==> config.mk <==
export PLATFORM = sky130hd
export DESIGN_NAME = delta_seq
export DESIGN_NICKNAME = d
export VERILOG_FILES = /design/src/rtl/mfcc_pkg.sv /design/src/rtl/cep_hist_buf.sv /design/src/rtl/delta_seq.sv
export SDC_FILE = /design/constraint.sdc
export NUM_CORES = 1
export LEC_CHECK = 0
export BUFFER_PORTS_ARGS = -buffer_cell sky130_fd_sc_hd__buf_2
export CAP_MARGIN = 10
export CORE_MARGIN = 2
export CORE_UTILIZATION = 57
export CTS_CLUSTER_SIZE = 40
export DETAILED_ROUTE_END_ITERATION = 8
export PLACE_DENSITY = 0.76
export SLEW_MARGIN = 5
export SYNTH_ARGS = -nofsm -noshare
export SYNTH_HDL_FRONTEND = slang
export SYNTH_SLANG_ARGS = --single-unit
export TNS_END_PERCENT = 10
==> constraint.sdc <==
create_clock -name clk -period 3.89 [get_ports clk]
set_input_delay 0.389 -clock clk [delete_from_list [all_inputs] [get_ports clk]]
set_output_delay 0.389 -clock clk [all_outputs]
set_load 0.02 [all_outputs]
==> src/rtl/mfcc_pkg.sv <==
// Shared constants and types for the MFCC cepstrum and delta front end.
package mfcc_pkg;

    localparam int CEP_W    = 16;
    localparam int NUM_COEF = 13;
    localparam int NFR      = 5;
    localparam int FR_W     = 3;

    typedef enum logic [2:0] {
        S_NEW,
        S_SUB2,
        S_ADD2,
        S_SUB2B,
        S_ADD1,
        S_SUB1
    } step_t;

    typedef enum logic {
        ACCEPT,
        CALC
    } state_t;

    // Ring-pointer addition modulo NFR; both operands must already be < NFR.
    function automatic logic [FR_W-1:0] fr_add(input logic [FR_W-1:0] f,
                                               input logic [FR_W-1:0] d);
        logic [FR_W:0] s;
        s = {1'b0, f} + {1'b0, d};
        if (s >= (FR_W+1)'(NFR))
            s = s - (FR_W+1)'(NFR);
        return s[FR_W-1:0];
    endfunction

endpackage

==> src/rtl/cep_hist_buf.sv <==
// Five-frame ring of cepstral coefficients: one write port, one combinational
// read port addressed by frame slot and coefficient index.
module cep_hist_buf
    import mfcc_pkg::*;
#(
    parameter int NUM_COEF = mfcc_pkg::NUM_COEF,
    parameter int IDX_W    = 4
) (
    input  logic                   clk,
    input  logic                   wr_en,
    input  logic [FR_W-1:0]        wr_frame,
    input  logic [IDX_W-1:0]       wr_idx,
    input  logic [CEP_W-1:0]       wr_data,
    input  logic [FR_W-1:0]        rd_frame,
    input  logic [IDX_W-1:0]       rd_idx,
    output logic [CEP_W-1:0]       rd_data
);

    // Pure storage; contents are only read after a full history has been written.
    logic [CEP_W-1:0] mem [NFR][NUM_COEF];

    always_ff @(posedge clk) begin
        if (wr_en)
            mem[wr_frame][wr_idx] <= wr_data;
    end

    assign rd_data = mem[rd_frame][rd_idx];

endmodule

==> src/rtl/delta_seq.sv <==
// Buffers five cepstral frames and drives the delta accumulator with the
// six-step sequence 2*(c[t+2]-c[t-2]) + (c[t+1]-c[t-1]) per coefficient.
//
// state  | meaning
// ACCEPT | input open, frames written into the ring at wr_frame/wr_idx
// CALC   | input stalled, one accumulator op issued per cycle, then drain
module delta_seq
    import mfcc_pkg::*;
#(
    parameter int NUM_COEF = mfcc_pkg::NUM_COEF,
    parameter int IDX_W    = 4
) (
    input  logic               clk,
    input  logic               rst_n,
    input  logic               clr,
    input  logic [15:0]        cep_in,
    input  logic               cep_valid,
    output logic               cep_ready,
    output logic [15:0]        regc_out,
    output logic               delta_new,
    output logic               delta_sub,
    output logic               delta_en,
    output logic               delta_shift,
    output logic               delta_vld,
    output logic [IDX_W-1:0]   delta_idx,
    output logic               busy
);

    localparam logic [IDX_W-1:0] LAST_IDX = IDX_W'(NUM_COEF - 1);
    localparam logic [FR_W-1:0]  FR_ONE   = FR_W'(1);
    localparam logic [FR_W-1:0]  FR_TWO   = FR_W'(2);
    localparam logic [FR_W-1:0]  FR_FOUR  = FR_W'(4);

    state_t             state_q, state_d;
    step_t              step_q, step_d;
    logic [IDX_W-1:0]   k_q, k_d;
    logic               drain_q, drain_d;
    logic [FR_W-1:0]    wr_frame_q, wr_frame_d;
    logic [IDX_W-1:0]   wr_idx_q, wr_idx_d;
    logic [FR_W-1:0]    frames_q, frames_d;
    logic               wr_en;

    logic [CEP_W-1:0]   regc_q, regc_d;
    logic               new_q, new_d;
    logic               sub_q, sub_d;
    logic               en_q, en_d;
    logic               last_q, last_d;
    logic [IDX_W-1:0]   op_idx_q, op_idx_d;
    logic               vld_q, vld_d;
    logic [IDX_W-1:0]   didx_q, didx_d;

    logic               issue;
    logic [FR_W-1:0]    rd_frame;
    logic [CEP_W-1:0]   rd_data;

    cep_hist_buf #(
        .NUM_COEF (NUM_COEF),
        .IDX_W    (IDX_W)
    ) u_hist (
        .clk      (clk),
        .wr_en    (wr_en),
        .wr_frame (wr_frame_q),
        .wr_idx   (wr_idx_q),
        .wr_data  (cep_in),
        .rd_frame (rd_frame),
        .rd_idx   (k_q),
        .rd_data  (rd_data)
    );

    always_ff @(posedge clk or negedge rst_n) begin
        if (!rst_n) begin
            state_q    <= ACCEPT;
            step_q     <= S_NEW;
            k_q        <= '0;
            drain_q    <= 1'b0;
            wr_frame_q <= '0;
            wr_idx_q   <= '0;
            frames_q   <= '0;
            regc_q     <= '0;
            new_q      <= 1'b0;
            sub_q      <= 1'b0;
            en_q       <= 1'b0;
            last_q     <= 1'b0;
            op_idx_q   <= '0;
            vld_q      <= 1'b0;
            didx_q     <= '0;
        end else begin
            state_q    <= state_d;
            step_q     <= step_d;
            k_q        <= k_d;
            drain_q    <= drain_d;
            wr_frame_q <= wr_frame_d;
            wr_idx_q   <= wr_idx_d;
            frames_q   <= frames_d;
            regc_q     <= regc_d;
            new_q      <= new_d;
            sub_q      <= sub_d;
            en_q       <= en_d;
            last_q     <= last_d;
            op_idx_q   <= op_idx_d;
            vld_q      <= vld_d;
            didx_q     <= didx_d;
        end
    end

    always_comb begin
        state_d    = state_q;
        step_d     = step_q;
        k_d        = k_q;
        drain_d    = drain_q;
        wr_frame_d = wr_frame_q;
        wr_idx_d   = wr_idx_q;
        frames_d   = frames_q;
        wr_en      = 1'b0;
        if (clr) begin
            state_d  = ACCEPT;
            step_d   = S_NEW;
            k_d      = '0;
            drain_d  = 1'b0;
            wr_idx_d = '0;
            frames_d = '0;
        end else begin
            case (state_q)
                ACCEPT: begin
                    if (cep_valid) begin
                        wr_en = 1'b1;
                        if (wr_idx_q == LAST_IDX) begin
                            wr_idx_d = '0;
                            if (frames_q < FR_W'(NFR - 1)) begin
                                frames_d   = frames_q + FR_ONE;
                                wr_frame_d = fr_add(wr_frame_q, FR_ONE);
                            end else begin
                                // Ring full: the frame just written becomes t+2.
                                frames_d = FR_W'(NFR);
                                state_d  = CALC;
                                step_d   = S_NEW;
                                k_d      = '0;
                                drain_d  = 1'b0;
                            end
                        end else begin
                            wr_idx_d = wr_idx_q + 1'b1;
                        end
                    end
                end
                CALC: begin
                    if (drain_q) begin
                        // Oldest slot (t-2) is next in line to be overwritten.
                        state_d    = ACCEPT;
                        drain_d    = 1'b0;
                        wr_frame_d = fr_add(wr_frame_q, FR_ONE);
                    end else if (step_q == S_SUB1) begin
                        step_d = S_NEW;
                        if (k_q == LAST_IDX)
                            drain_d = 1'b1;
                        else
                            k_d = k_q + 1'b1;
                    end else begin
                        step_d = step_t'(step_q + 3'd1);
                    end
                end
                default: state_d = ACCEPT;
            endcase
        end
    end

    always_comb begin
        issue    = (state_q == CALC) && !drain_q && !clr;
        rd_frame = wr_frame_q;
        case (step_q)
            S_SUB2, S_SUB2B: rd_frame = fr_add(wr_frame_q, FR_ONE);
            S_ADD1:          rd_frame = fr_add(wr_frame_q, FR_FOUR);
            S_SUB1:          rd_frame = fr_add(wr_frame_q, FR_TWO);
            default:         rd_frame = wr_frame_q;
        endcase
        regc_d   = issue ? rd_data : regc_q;
        new_d    = issue && (step_q == S_NEW);
        sub_d    = issue && ((step_q == S_SUB2) || (step_q == S_SUB2B) || (step_q == S_SUB1));
        en_d     = issue && ((step_q == S_ADD2) || (step_q == S_ADD1));
        last_d   = issue && (step_q == S_SUB1);
        op_idx_d = issue ? k_q : op_idx_q;
        // Result is valid the cycle after the final subtract lands in the accumulator.
        vld_d    = !clr && last_q;
        didx_d   = vld_d ? op_idx_q : didx_q;
    end

    assign cep_ready   = (state_q == ACCEPT);
    assign busy        = (state_q == CALC);
    assign regc_out    = regc_q;
    assign delta_new   = new_q;
    assign delta_sub   = sub_q;
    assign delta_en    = en_q;
    assign delta_shift = 1'b0;
    assign delta_vld   = vld_q;
    assign delta_idx   = didx_q;

endmodule

==> flow_summary.ini <==
[worst_setup_path]
critPathCaptureType = register
required_ps = 4420
reg2regPathDepth = 16
cp_slowest_cell = a21oi_1
r2r-start = wr_frame_q[0]
path_cells = inv_2 > buf_6 > ha_1 > ha_2 > inv_2 > or4_4 > a31oi_4 > o211ai_4 > buf_12 > buf_12 > buf_6 > nand2_1 > nand3_1 > a21oi_1 > o41a_1 > o211ai_1
path_class = reg2reg
worstSetupStartpoint = wr_frame_q[0]
r2r_slack_ps = 20
r2r-end = regc_out[3]
path_max_fanout = 21
arrival_ps = 4400
startpoint_type = register
max_stage_delay_ps = 570

[floorplanning]
die_area_um2 = 79100
die_w_um = 281
io_pins = 47
die_height_um = 281
rows = 101
coreArea_um2 = 76100
start_util_pct = 57.6

[clock_tree]
clockBufferDepth = 3
cts-htree-levels = 3
tritoncts = built
clk_pin_slew_worst_paths_ps = 70
clock_latency_ps = 670
ctsRootBufferMaster = clkbuf_16
cts-buffers-inserted = 106
cts_num_sinks = 1088

[placed_design]
io_buffers = 45
gp_congestion = 0.981
dpl_worst_slack_ps = -196
dp_hpwl_mm = 80.7
placed_cells = 3937

[yosys]
synthArstFlopShare_pct = 4.41
synth_top_area_share_pct = 71.3
synth_area_leaders = edfxtp_1 (71%), mux2i_1 (6.2%), nand2_1 (3.4%)
ys.warnings.count = 0
synth_cell_type_count = 78
synth_seq_cells = 1088
yosysSeqAreaShare_pct = 74.0
synth.net_count = 2791
synth.avg_cell_area_um2 = 15.9
synth_edf_count = 1040
synth_area_um2 = 43800
synth_flop_cell = edfxtp_1
syn_inst = 2752
yosys.area.top_type = edfxtp_1

[finish]
layout_common_cells = edfxtp_1 (1,040), nand2_1 (395), mux2i_1 (269), buf_4 (249), nand3_1 (115)
stdcell_count = 4147
fin_nets = 3067
drive_gt1_share_pct = 20.0
layout_commonest_cell = edfxtp_1
fillCellCount = 5015
area_growth_syn_to_layout_pct = 15.5

[routing]
wirelength_met1_mm = 47.8
via_per_inst = 6.61
wl_met3_mm = 17.7
wl_met2_mm = 55.2
routedWlPerCell_um = 30.4
dr.pass1.iters = 8
routed.top_layer = met5
drcViolationCount = 0
drtIter0Drc = 4490
num_vias = 27400
wirelength_mm = 126
drtAntennaViolNets = 0

[timing]
final_critical_path_setup_slack_ps = 21.6
slew_violations = 0
finalSetupViolCount = 0
fmax_ghz = 0.259
fin_skew_ps = 18.5
finalHoldViolCount = 0
period_minus_slack_ps = 3870
worst_pin_slew_ps = 1220
relSlewSlack_pct = 18.9
timing.final.crit_share_pct = 99.4
rsz0062_at_grt = true

[grt]
grt_start_max_net_pins = 51
grt_pass1_wl_mm = 182
grt_pass1_vias = 26100
grt_remaining_overflow = 0
track_usage_pct = 32.1
antenna_found_initial = 7

[status]
status = complete, no violations

[min_path]
min_from = clr
worst_hold_path_type = in2reg
worstHoldEndpoint = frames_q[0]
hold_depth = 2

[pwr]
p_leak_uw = 0.0178
powerDensity_nw_per_um2 = 502
vdd_ir_drop_max_mv = 0.436

[flow_run]
drv_cap = 0
==> worst max-delay path by stage <==
stage	endpoint	slack, ps	cells after the start
final	regc_out[3]	20	16
after global routing	regc_out[14]	-60	17
after CTS	regc_out[11]	-50	14
after detailed placement	regc_out[11]	-200	15
after global placement	regc_out[11]	-130	15
after floorplan	regc_out[14]	190	15
==> worst max-delay path, delay by kind of cell, from the launching register on <==
kind	cells	cell delay, ps
adder cells (fa/ha/maj)	2	350
buffers and inverters	6	850
flip-flops	1	390
AND/OR/NAND/NOR	3	640
AO/OA/AOI/OAI	5	1440
==> state kept, by name (all words and copies together), names as in the netlist <==
register    cells
regc_out       16
delta_idx       4
drain_q         1
u_hist.mem   1040
op_idx_q        4
delta_sub       1
k_q             4
wr_idx_q        4
busy            1
step_q          3
frames_q        3
delta_en        1
delta_vld       1
wr_frame_q      3
delta_new       1
last_q          1
==> stage by stage <==
step           hold slack [ps]  area, µm²  utilization [%]  total power, µW  TNS (ps)
3_5_place_dp               409      46800             61.5            15100      -383
3_3_place_gp               394      46800             61.5            15100      -147
6_report                  92.9      50600             66.5            25400         0
4_1_cts                   70.9      50400             66.3            25400     -49.5
2_1_floorplan             93.4      43800                -            14200         0
5_1_grt                    106      50600             66.5            26000      -295
==> cells by family (layout without fill, tap and decap cells) <==
family / Yosys count / after routing / share of synthesized area (%)
buffers and inverters: 176 / 540 / 2.09
AND/OR/NAND/NOR: 744 / 744 / 7.40
other: 1 / 2 / 0.00856
XOR/XNOR: 7 / 7 / 0.140
flip-flops: 1088 / 1088 / 74.0
adder cells (fa/ha/maj): 19 / 19 / 0.560
multiplexers: 355 / 355 / 9.92
AO/OA/AOI/OAI: 362 / 362 / 5.88
==> layer usage <==
metal  up-vias  GRT usage [%]
met5         -              0
met4         6           12.7
met3       290           8.10
met2      2278           46.9
met1     13600           46.9
li1      11300              -
==> synth_stat cells (all sizes together) (12+ instances only) <==
cell type and count:
a31oi 13, buf 94, o22ai 46, mux4 61
mux2i 270, inv 21, o211ai 31, nand2 397
o221ai 12, o21ai 43, nor2 118, dfrtp 48
clkbuf 59, mux2 24, a21oi 80, and3 44
nor3 19, ha 18, nand3 118, edfxtp 1040
==> report_power, final <==
group / switching (µW) / internal (µW)
Combinational: 1320 / 761
Sequential: 36.2 / 12900
Clock: 4350 / 6100
==> what timing repair did <==
action	CTS	global route
resized for setup	8	40
hold buffers	1	0
pin swaps	0	11
cloned	0	1
setup endpoints to repair	11	16
setup buffers	5	7
hold endpoints to repair	23	0
==> final cells by class <==
type	instances	area [µm²]	share of cell area [%]
flip-flops and latches	1088	32400	64.1
clock buffers	128	2870	5.67
clock inverters	68	668	1.32
diodes	1	2.50	0.00494
repair buffers	321	2600	5.14
multi-input cells	1488	10700	21.1
inverters	23	86.3	0.171
well taps	1030	1290	2.55
(Power assumes the default switching activity.)
